--- src/rtl/serial_adder.sv ---
// serial_adder: bit-serial adder that uses one full-adder cell and handles one bit per clock, LSB first.
// Optional build macro SERIAL_ADDER_SUB_EN adds the sub port, which selects subtract mode (a - b).
// Ports:
//   clk, rst_n       clock (rising edge), asynchronous active-low reset
//   start            request a new operation; it is accepted only in IDLE
//   a, b, c_in       operands and carry-in; all three are captured when start is accepted
//   sub              subtract select; it exists only when SERIAL_ADDER_SUB_EN is defined
//   busy             high while the operation is running
//   done             one-cycle pulse that marks sum/c_out as freshly valid
//   sum, c_out       result and final carry; they hold until the next operation completes
module serial_adder #(
   parameter int unsigned WIDTH = 8
) (
   input  logic             clk,
   input  logic             rst_n,
   input  logic             start,
   input  logic [WIDTH-1:0] a,
   input  logic [WIDTH-1:0] b,
   input  logic             c_in,
`ifdef SERIAL_ADDER_SUB_EN
   input  logic             sub,
`endif
   output logic             busy,
   output logic             done,
   output logic [WIDTH-1:0] sum,
   output logic             c_out
);

   localparam int unsigned CNT_W = $clog2(WIDTH);

   typedef enum logic [1:0] {IDLE, RUN, DONE} state_t;

   state_t             state_q, state_d;
   logic [WIDTH-1:0]   a_q, a_d, b_q, b_d;
   logic [WIDTH-2:0]   res_q, res_d;   // low result bits; the last bit goes straight into sum
   logic [CNT_W-1:0]   cnt_q, cnt_d;
   logic               carry_q, carry_d;
   logic [WIDTH-1:0]   sum_d;
   logic               c_out_d, busy_d, done_d;
   logic               b_bit, s_bit, c_nxt;
   logic [WIDTH-1:0]   res_full;
`ifdef SERIAL_ADDER_SUB_EN
   logic               sub_q, sub_d;
`endif

   // Full-adder cell on the current LSBs. In subtract mode the b bit is inverted here.
   always_comb begin
`ifdef SERIAL_ADDER_SUB_EN
      b_bit = b_q[0] ^ sub_q;
`else
      b_bit = b_q[0];
`endif
      s_bit    = a_q[0] ^ b_bit ^ carry_q;
      c_nxt    = (a_q[0] & b_bit) | (carry_q & (a_q[0] ^ b_bit));
      res_full = {s_bit, res_q};
   end

   // Next-state logic and datapath control
   always_comb begin
      state_d = state_q;
      a_d     = a_q;
      b_d     = b_q;
      res_d   = res_q;
      cnt_d   = cnt_q;
      carry_d = carry_q;
      sum_d   = sum;
      c_out_d = c_out;
      busy_d  = 1'b0;
      done_d  = 1'b0;
`ifdef SERIAL_ADDER_SUB_EN
      sub_d   = sub_q;
`endif
      case (state_q)
         IDLE: begin
            if (start) begin
               state_d = RUN;
               a_d     = a;
               b_d     = b;
               cnt_d   = '0;
               busy_d  = 1'b1;
`ifdef SERIAL_ADDER_SUB_EN
               sub_d   = sub;
               carry_d = sub ? 1'b1 : c_in;   // a + ~b + 1
`else
               carry_d = c_in;
`endif
            end
         end
         RUN: begin
            busy_d  = 1'b1;
            a_d     = {1'b0, a_q[WIDTH-1:1]};
            b_d     = {1'b0, b_q[WIDTH-1:1]};
            res_d   = res_full[WIDTH-1:1];
            carry_d = c_nxt;
            cnt_d   = cnt_q + CNT_W'(1);
            if (cnt_q == CNT_W'(WIDTH - 1)) begin
               state_d = DONE;
               busy_d  = 1'b0;
               done_d  = 1'b1;
               sum_d   = res_full;
               c_out_d = c_nxt;
            end
         end
         DONE:    state_d = IDLE;
         default: state_d = IDLE;
      endcase
   end

   // State and output registers
   always_ff @(posedge clk or negedge rst_n) begin
      if (!rst_n) begin
         state_q <= IDLE;
         a_q     <= '0;
         b_q     <= '0;
         res_q   <= '0;
         cnt_q   <= '0;
         carry_q <= 1'b0;
         sum     <= '0;
         c_out   <= 1'b0;
         busy    <= 1'b0;
         done    <= 1'b0;
`ifdef SERIAL_ADDER_SUB_EN
         sub_q   <= 1'b0;
`endif
      end else begin
         state_q <= state_d;
         a_q     <= a_d;
         b_q     <= b_d;
         res_q   <= res_d;
         cnt_q   <= cnt_d;
         carry_q <= carry_d;
         sum     <= sum_d;
         c_out   <= c_out_d;
         busy    <= busy_d;
         done    <= done_d;
`ifdef SERIAL_ADDER_SUB_EN
         sub_q   <= sub_d;
`endif
      end
   end

endmodule

--- config.mk ---
export PLATFORM = sky130hd
export DESIGN_NAME = serial_adder
export DESIGN_NICKNAME = d
export VERILOG_FILES = /design/src/rtl/serial_adder.sv
export SDC_FILE = /design/constraint.sdc
export NUM_CORES = 1
export LEC_CHECK = 0
export BUFFER_PORTS_ARGS = -buffer_cell sky130_fd_sc_hd__buf_2
export CORE_ASPECT_RATIO = 0.8
export CORE_MARGIN = 2
export CORE_UTILIZATION = 35
export CTS_CLUSTER_DIAMETER = 100
export CTS_CLUSTER_SIZE = 28
export DETAILED_ROUTE_END_ITERATION = 6
export GPL_ROUTABILITY_DRIVEN = 1
export HOLD_SLACK_MARGIN = 0.05
export SLEW_MARGIN = 5
export SYNTH_ARGS = -nofsm -noshare
export SYNTH_HDL_FRONTEND = slang
export SYNTH_SLANG_ARGS = --single-unit
--- constraint.sdc ---
create_clock -name clk -period 1.6 [get_ports clk]
set_clock_uncertainty 0.1 [all_clocks]
set_input_delay 0.16 -clock clk [delete_from_list [all_inputs] [get_ports clk]]
set_output_delay 0.16 -clock clk [all_outputs]
set_load 0.1 [all_outputs]
== Word-level counts from Yosys, hierarchy flattened ==
Cells that the tools add are included.

* $add $sub $neg: 1
* Equality and inequality tests: 4
* Mux-type cells: 16
* Bitwise logic cells: 5
* Reduce and logical (&&, ||, !) cells: 5

{| class="wikitable"
|+ Operators with widths
! operator !! count
|-
| one-hot mux 8 bit (2 select lines) || 2
|-
| two-way mux 8 bit || 2
|-
| one-hot mux 3 bit (2 select lines) || 1
|-
| AND reduction 2 bit || 3
|-
| two-way mux 1 bit || 5
|-
| two-way mux 2 bit || 2
|-
| != test 2 bit (second input constant) || 2
|-
| one-hot mux 1 bit (2 select lines) || 2
|-
| one-hot mux 2 bit (2 select lines) || 1
|-
| adder 3 x 1 -> 3 bit (second input constant) || 1
|-
| == test 3 bit (second input constant) || 1
|-
| two-way mux 3 bit || 1
|-
| bitwise AND 1 bit || 2
|-
| == test 2 x 1 -> 1 bit (second input constant) || 1
|-
| zero test 2 bit || 1
|-
| nonzero test 2 bit || 1
|-
| XOR 1 bit || 2
|-
| OR 1 bit || 1
|}

* Flip-flop bits (word level): 40
* Output and inout port bits: 11
* Logic and storage cells: 41

== Logic depth before layout (Yosys ltp) ==
Gate-level depths: netlist (run 1).

* Depth after elaboration: 4
* Depth in mapped cells: 6

== Worst setup path before layout (run 1) ==
OpenSTA, ideal clock, no wires.

* Path kind: flip-flop to flip-flop
* From: register cnt_q[0]
* To: register sum[0]
* Setup time: 0.126 ns
* Data arrival time: 1.246 ns
* Required time: 1.374 ns
* Path slack: 0.128 ns
* Cell stages (with the launch flop): 6
* Path buffers: 0
* Period minus slack after synthesis: 1.472 ns
* Cells stage by stage: dfrtp_1 ha_1 ha_1 nand2_8 inv_8 mux2_4

* Cells in the longest elaborated chain, start to end: 2

{| class="wikitable"
|+ Ends and longest elaborated chain
! element !! RTL line !! source
|-
| start: declaration || 36 || <nowiki>logic [CNT_W-1:0] cnt_q, cnt_d;</nowiki>
|-
| start signal: assignment || 130 || <nowiki>cnt_q <= cnt_d;</nowiki>
|-
| == test 3 bit || 96 || <nowiki>if (cnt_q == CNT_W'(WIDTH - 1)) begin</nowiki>
|-
| AND reduction 2 bit (no source line) || n/a ||
|-
| end signal: assignment || 132 || <nowiki>sum <= sum_d;</nowiki>
|-
| end: declaration || 25 || <nowiki>output logic [WIDTH-1:0] sum,</nowiki>
|}

Every way passes these cells.
A chain may end at the register's enable or synchronous reset.

== Worst setup path after layout (run 1) ==
* From: register cnt_q[0]
* To: register sum[2]

The elaborated chain is that of the path after synthesis.

==> flow_summary.toml, run 1 <==
[sta]
hold_violations = 0
setup_viol = 0
worst-slew-pin-transition_ps = 489
max_freq_ghz = 0.652
maxSlewViolCount = 0
rsz0062_at_grt = "no"
finalCritPeriodShare_pct = 95.8
setup-tns-final_ps = 0
maxSlewHeadroom_pct = 67.4
whs_ps = 61.7
period_minus_slack_ps = 1530

[worst_setup_path]
path_class = "reg2reg"
slowest_delay_ps = 400
setup.worst_path.end = "sum[2]"
end_kind = "register"
cpMaxStageDelayCell = "dfrtp_1"
required_ps = 1680
crit_start = "cnt_q[0]"
cp_cell_sequence = "ha_1, ha_1, nand2_8, inv_8, mux2_4"
crit_top_cell = "ha_1"
reg2reg_depth = 5
arrival_ps = 1610
r2r_setup_slack_ps = 70
r2r_start = "cnt_q[0]"
cp_max_fo = 7
rr_endpoint = "sum[2]"
cp-start-kind = "register"

[clocking]
cts_buffers = 5
insertion_delay_ps = 290
postCtsSetupBuffers = 0
cts_resized = 0
cts_tree = "done"
clk_pin_slew_ps = 80
cts-root-buf = "clkbuf_8"
cts_max_path_buffers = 2
cts_sinks = 40
cts_max_level = 2

[global_route]
grt_util_met2_pct = 20.8
use_met3_pct = 4.20
antenna_found_initial = 0
grt_use_total_pct = 14.8
grt_pass1_vias = 1233
use_met1_pct = 21.2
grt-ovfl-total = 0
grt_start_max_net_pins = 22
grt_busiest_layer = "met1"
grt_pass1_wl_mm = 5.97

[place]
place_hpwl_mm = 2.49
place.gp.congestion = 0.747
io_buffers = 30

[logic_synthesis]
ys_types = 27
synth_top_area_cell = "dfrtp_1"
synth_edf_count = 0
synth-seq-area-share_pct = 58.2
synth_area_leaders = "dfrtp_1, o22ai_1, mux2_4, nand2_1, a21oi_1"
yosysWarnings = 0
syn_area_um2 = 1720
synth_top_cell_area_share_pct = 58.2
syn_inst = 144
avgSynthCellArea_um2 = 11.9
synth-main-ff-cell = "dfrtp_1"
ys_ff_latch = 40
yosysMostFrequentCell = "dfrtp_1"
synth_common_cells = "dfrtp_1, nand2_1, o22ai_1"
async_reset_ff_share_pct = 100
syn-num-nets = 167

[power]
vdd_ir_drop_max_mv = 0.803
power_frac_clock_pct = 14.2
p_comb_share_pct = 48.4
p_leak_nw = 0.974
switching_share_pct = 46.9
p_int_mw = 2.57
pwr-share-seq_pct = 37.4
power_density_nw_per_um2 = 2350
p_sw_mw = 2.27

[layout]
diodes = 0
layout.nets = 203
area_delta_synth_final_pct = 19.9
drive_above_1_share_pct = 30.9
final_util_pct = 44.3

[hold_path]
hold_depth = 3
hp-start = "c_in"
hold_class = "in2reg"

[route]
dr.pass1.iters = 4
antenna_left = 0
wl_per_cell_um = 14.5
postRouteWirelength_mm = 3.50
drc = 0
drt_iter0_drc = 89
vias = 1239
avgViaCountPerCell = 5.14

[die]
die_w_um = 82.4
die_h_um = 66.7
ios = 31
coreArea_um2 = 4650
dieArea_um2 = 5490
rows = 22
start_util_pct = 37.0

[job]
max_cap_violations = 0

[status]
status = "finished clean"
routing by layer:
metal,routed length [um],vias to the layer above
li1,-,599
met1,1690,604
met2,1580,31
met3,182,5
met4,51,0
met5,0,-
worst min-delay path by stage:
stage / to
5_1_grt: b_q[1]
3_3_place_gp: b_q[6]
2_1_floorplan: a_q[0]
6_report: carry_q
4_1_cts: carry_q
3_5_place_dp: b_q[6]
state kept, by name, summed over array words and instances (netlist names):
register	flops
a_q	8
b_q	8
busy	1
c_out	1
carry_q	1
cnt_q	3
done	1
res_q	7
state_q	2
sum	8
what timing repair did:
item                                    4_1_cts  5_1_grt
endpoints found under the setup margin        0        0
hold buffers                                  3        0
hold endpoints to repair                     22        0
power groups by stage:
stage	sequential, mW	clock (mW)	combinational, mW
finish	1.81	0.686	2.34
global placement	1.81	0	2.30
detailed placement	1.83	0	2.35
floorplan	2.63	0	1.10
global route	1.88	0.755	2.52
CTS	1.81	0.708	2.36
logic make-up after synthesis:
family | Yosys count | share of synthesized area (%)
muxes | 9 | 7.86
AOI/OAI and AO/OA | 47 | 17.7
DFF | 40 | 58.2
buffers and inverters | 12 | 4.15
adders and majority gates | 3 | 2.62
and+or+nand+nor | 33 | 9.46
cells in the final DEF (no fill, tap or decap):
cell and count:
o221a_2 1, o21bai_1 1, o21ai_1 2, dlygate4sd3_1 3, dfrtp_1 40, clkinv_2 2, inv_2 2, inv_8 1
mux2_4 9, nand2_8 1, inv_1 1, buf_4 3, nor2_1 2, nand2_1 23, buf_12 1, clkbuf_8 6
o22ai_1 23, and2b_1 1, or4b_1 1, nor2b_1 1, a22o_1 2, nand2b_1 4, a21oi_1 11, a2bb2oi_1 5
o21ai_0 1, buf_2 30, a32o_1 1, fa_1 1, ha_1 2
critical path: cells and delay by family (launching register included):
kind	cells	cell delay, ps
adder cells (fa/ha/maj)	2	450
flip-flops	1	400
AND/OR/NAND/NOR	1	130
multiplexers	1	290
buffers and inverters	1	50
final cells by class:
cell class                      instances  area (um^2)
Fill cell                             448         2590
Clock buffer                            6         82.6
Sequential cell                        40         1000
Clock inverter                          2         10.0
Inverter                                4         22.5
Tap cell                               60         75.1
Timing Repair Buffer                   37          223
Multi-Input combinational cell         92          647
through the flow:
stage          total power [mW]  cells  instance area, um^2  worst slack, ps
2_1_floorplan              3.73    144                 1720              128
3_3_place_gp               4.11    230                 1940             97.4
3_5_place_dp               4.18    230                 1940             65.6
4_1_cts                    4.88    241                 2060             57.6
5_1_grt                    5.15    241                 2060             6.37
6_report                   4.84    241                 2060             67.2
(Power assumes the default switching activity.)
==> run 2, diff against run 1 <==
--- a/config.mk
+++ b/config.mk
@@ -6,9 +6,11 @@
 export NUM_CORES = 1
 export LEC_CHECK = 0
 export BUFFER_PORTS_ARGS = -buffer_cell sky130_fd_sc_hd__buf_2
-export CORE_ASPECT_RATIO = 0.8
+export CAP_MARGIN = 20
+export CORE_ASPECT_RATIO = 0.7
 export CORE_MARGIN = 2
 export CORE_UTILIZATION = 35
+export CTS_BUF_LIST = sky130_fd_sc_hd__clkbuf_16
 export CTS_CLUSTER_DIAMETER = 100
 export CTS_CLUSTER_SIZE = 28
 export DETAILED_ROUTE_END_ITERATION = 6
==> flow_summary.toml, run 2 (synthesized netlist as in run 1, its figures left out) <==
[layout]
diodes = 0
area_delta_synth_final_pct = 23.4
layout.nets = 203
largestRegisters = "a_q (8), b_q (8), sum (8)"
final_cell_mix = "dfrtp_1, buf_2, nand2_1, o22ai_1, a21oi_1"
final_area_um2 = 2120
final_util_pct = 44.6
final_common_cell = "dfrtp_1"
drive_above_1_share_pct = 30.9

[global_route]
grt_start_max_net_pins = 41
grt_use_total_pct = 15.3
use_met3_pct = 5.02
grt_busiest_layer = "met2"
grt_pass1_vias = 1304
grt_util_met2_pct = 22.4
grt_pass1_wl_mm = 6.40
grt-ovfl-total = 0
antenna_found_initial = 0
use_met1_pct = 21.5

[sta]
rsz0062_at_grt = "no"
setup_viol = 0
maxSlewHeadroom_pct = 67.4
worst-slew-pin-transition_ps = 488
setup-tns-final_ps = 0
maxSlewViolCount = 0
max_freq_ghz = 0.669
hold_violations = 0
finalCritPeriodShare_pct = 93.4
period_minus_slack_ps = 1500

[clocking]
cts-root-buf = "clkbuf_16"
cts_max_level = 2
cts_sinks = 40
postCtsSetupBuffers = 0
insertion_delay_ps = 280
clk_pin_slew_ps = 60
cts_max_path_buffers = 2
cts_tree = "done"
cts_buffers = 5

[worst_setup_path]
r2r_setup_slack_ps = 100
required_ps = 1660
slowest_delay_ps = 400
cpMaxStageDelayCell = "dfrtp_1"
cp_cell_sequence = "ha_1, ha_2, nand2_8, inv_8, mux2_4"
arrival_ps = 1550
cp_max_fo = 7
r2r_start = "cnt_q[0]"
crit_start = "cnt_q[0]"
cp-start-kind = "register"
end_kind = "register"
path_class = "reg2reg"

[route]
postRouteWirelength_mm = 3.74
drc = 0
dr.pass1.iters = 4
wl_per_cell_um = 14.9
avgViaCountPerCell = 4.96
vias = 1241
antenna_left = 0
drt_iter0_drc = 51

[power]
power_density_nw_per_um2 = 2420
power_frac_clock_pct = 18.2
p_comb_share_pct = 46.4
switching_share_pct = 45.5
pwr-share-seq_pct = 35.3
p_int_mw = 2.80
p_leak_nw = 0.991
p_sw_mw = 2.34
vdd_ir_drop_max_mv = 0.824

[die]
die_w_um = 87.8
coreArea_um2 = 4760
start_util_pct = 36.1
rows = 21
dieArea_um2 = 5500
die_h_um = 62.6
ios = 31

[place]
place_hpwl_mm = 2.53
place_area_um2 = 1950
place.gp.congestion = 0.777
io_buffers = 30

[status]
status = "finished clean"

[job]
max_cap_violations = 0

[hold_path]
hp-start = "b[0]"
hold_class = "in2reg"
run 2: cell types whose count changed in the layout (fill, tap and decap cells not counted), sizes merged:
| cell | change |
|---|---|
| clkbuf | -1 |
| clkinv | +1 |
run 2: worst max-delay path: cells and delay by family (launching register included):
kind                     cells  cell delay [ps]
buffers and inverters        1               60
adder cells (fa/ha/maj)      2              420
AND/OR/NAND/NOR              1              100
multiplexers                 1              290
flip-flops                   1              400
run 2: worst paths after layout:
path / depth (start not counted) / endpoint
hold / removal: 3 / b_q[0]
max in group asynchronous: 3 / b_q[2]
setup / recovery: 5 / sum[5]
hold reg to reg: 2 / res_q[0]
min in group asynchronous: 3 / done
setup reg to reg: 5 / sum[5]
run 2: metrics by stage:
step | power, mW | hold slack (ps) | instances | worst slack (ps)
after floorplan | 3.73 | -236 | 144 | 128
after global placement | 4.11 | 40.5 | 239 | 90.0
after detailed placement | 4.20 | 44.9 | 239 | 59.0
after CTS | 5.19 | 84.4 | 250 | 39.1
after global routing | 5.46 | 91.3 | 250 | 3.24
final | 5.14 | 91.8 | 250 | 105
run 2: power by group through the flow:
stage | combinational [mW] | sequential [mW] | clock (mW)
final | 2.38 | 1.81 | 0.937
after global routing | 2.55 | 1.88 | 1.03
after CTS | 2.40 | 1.82 | 0.966
after detailed placement | 2.38 | 1.82 | 0
after global placement | 2.31 | 1.80 | 0
after floorplan | 1.10 | 2.63 | 0
run 2: routing by layer:
layer  up-vias  wire length, um
li1        597                -
met1       606             1790
met2        34             1770
met3         4              141
met4         0               39
met5         -                0
run 2: final cells by class:
| type | instances | area (um^2) |
|---|---|---|
| Multi-Input combinational cell | 92 | 649 |
| Sequential cell | 40 | 1000 |
| Timing Repair Buffer | 37 | 223 |
| Tap cell | 69 | 86.3 |
| Fill cell | 447 | 2640 |
| Inverter | 4 | 22.5 |
| Clock inverter | 3 | 13.8 |
| Clock buffer | 5 | 125 |
run 2: timing repair:
action | CTS | global route
hold buffers | 3 | 0
endpoints found under the setup margin | 0 | 1
resized for setup | 0 | 1
hold endpoints to repair | 42 | 0
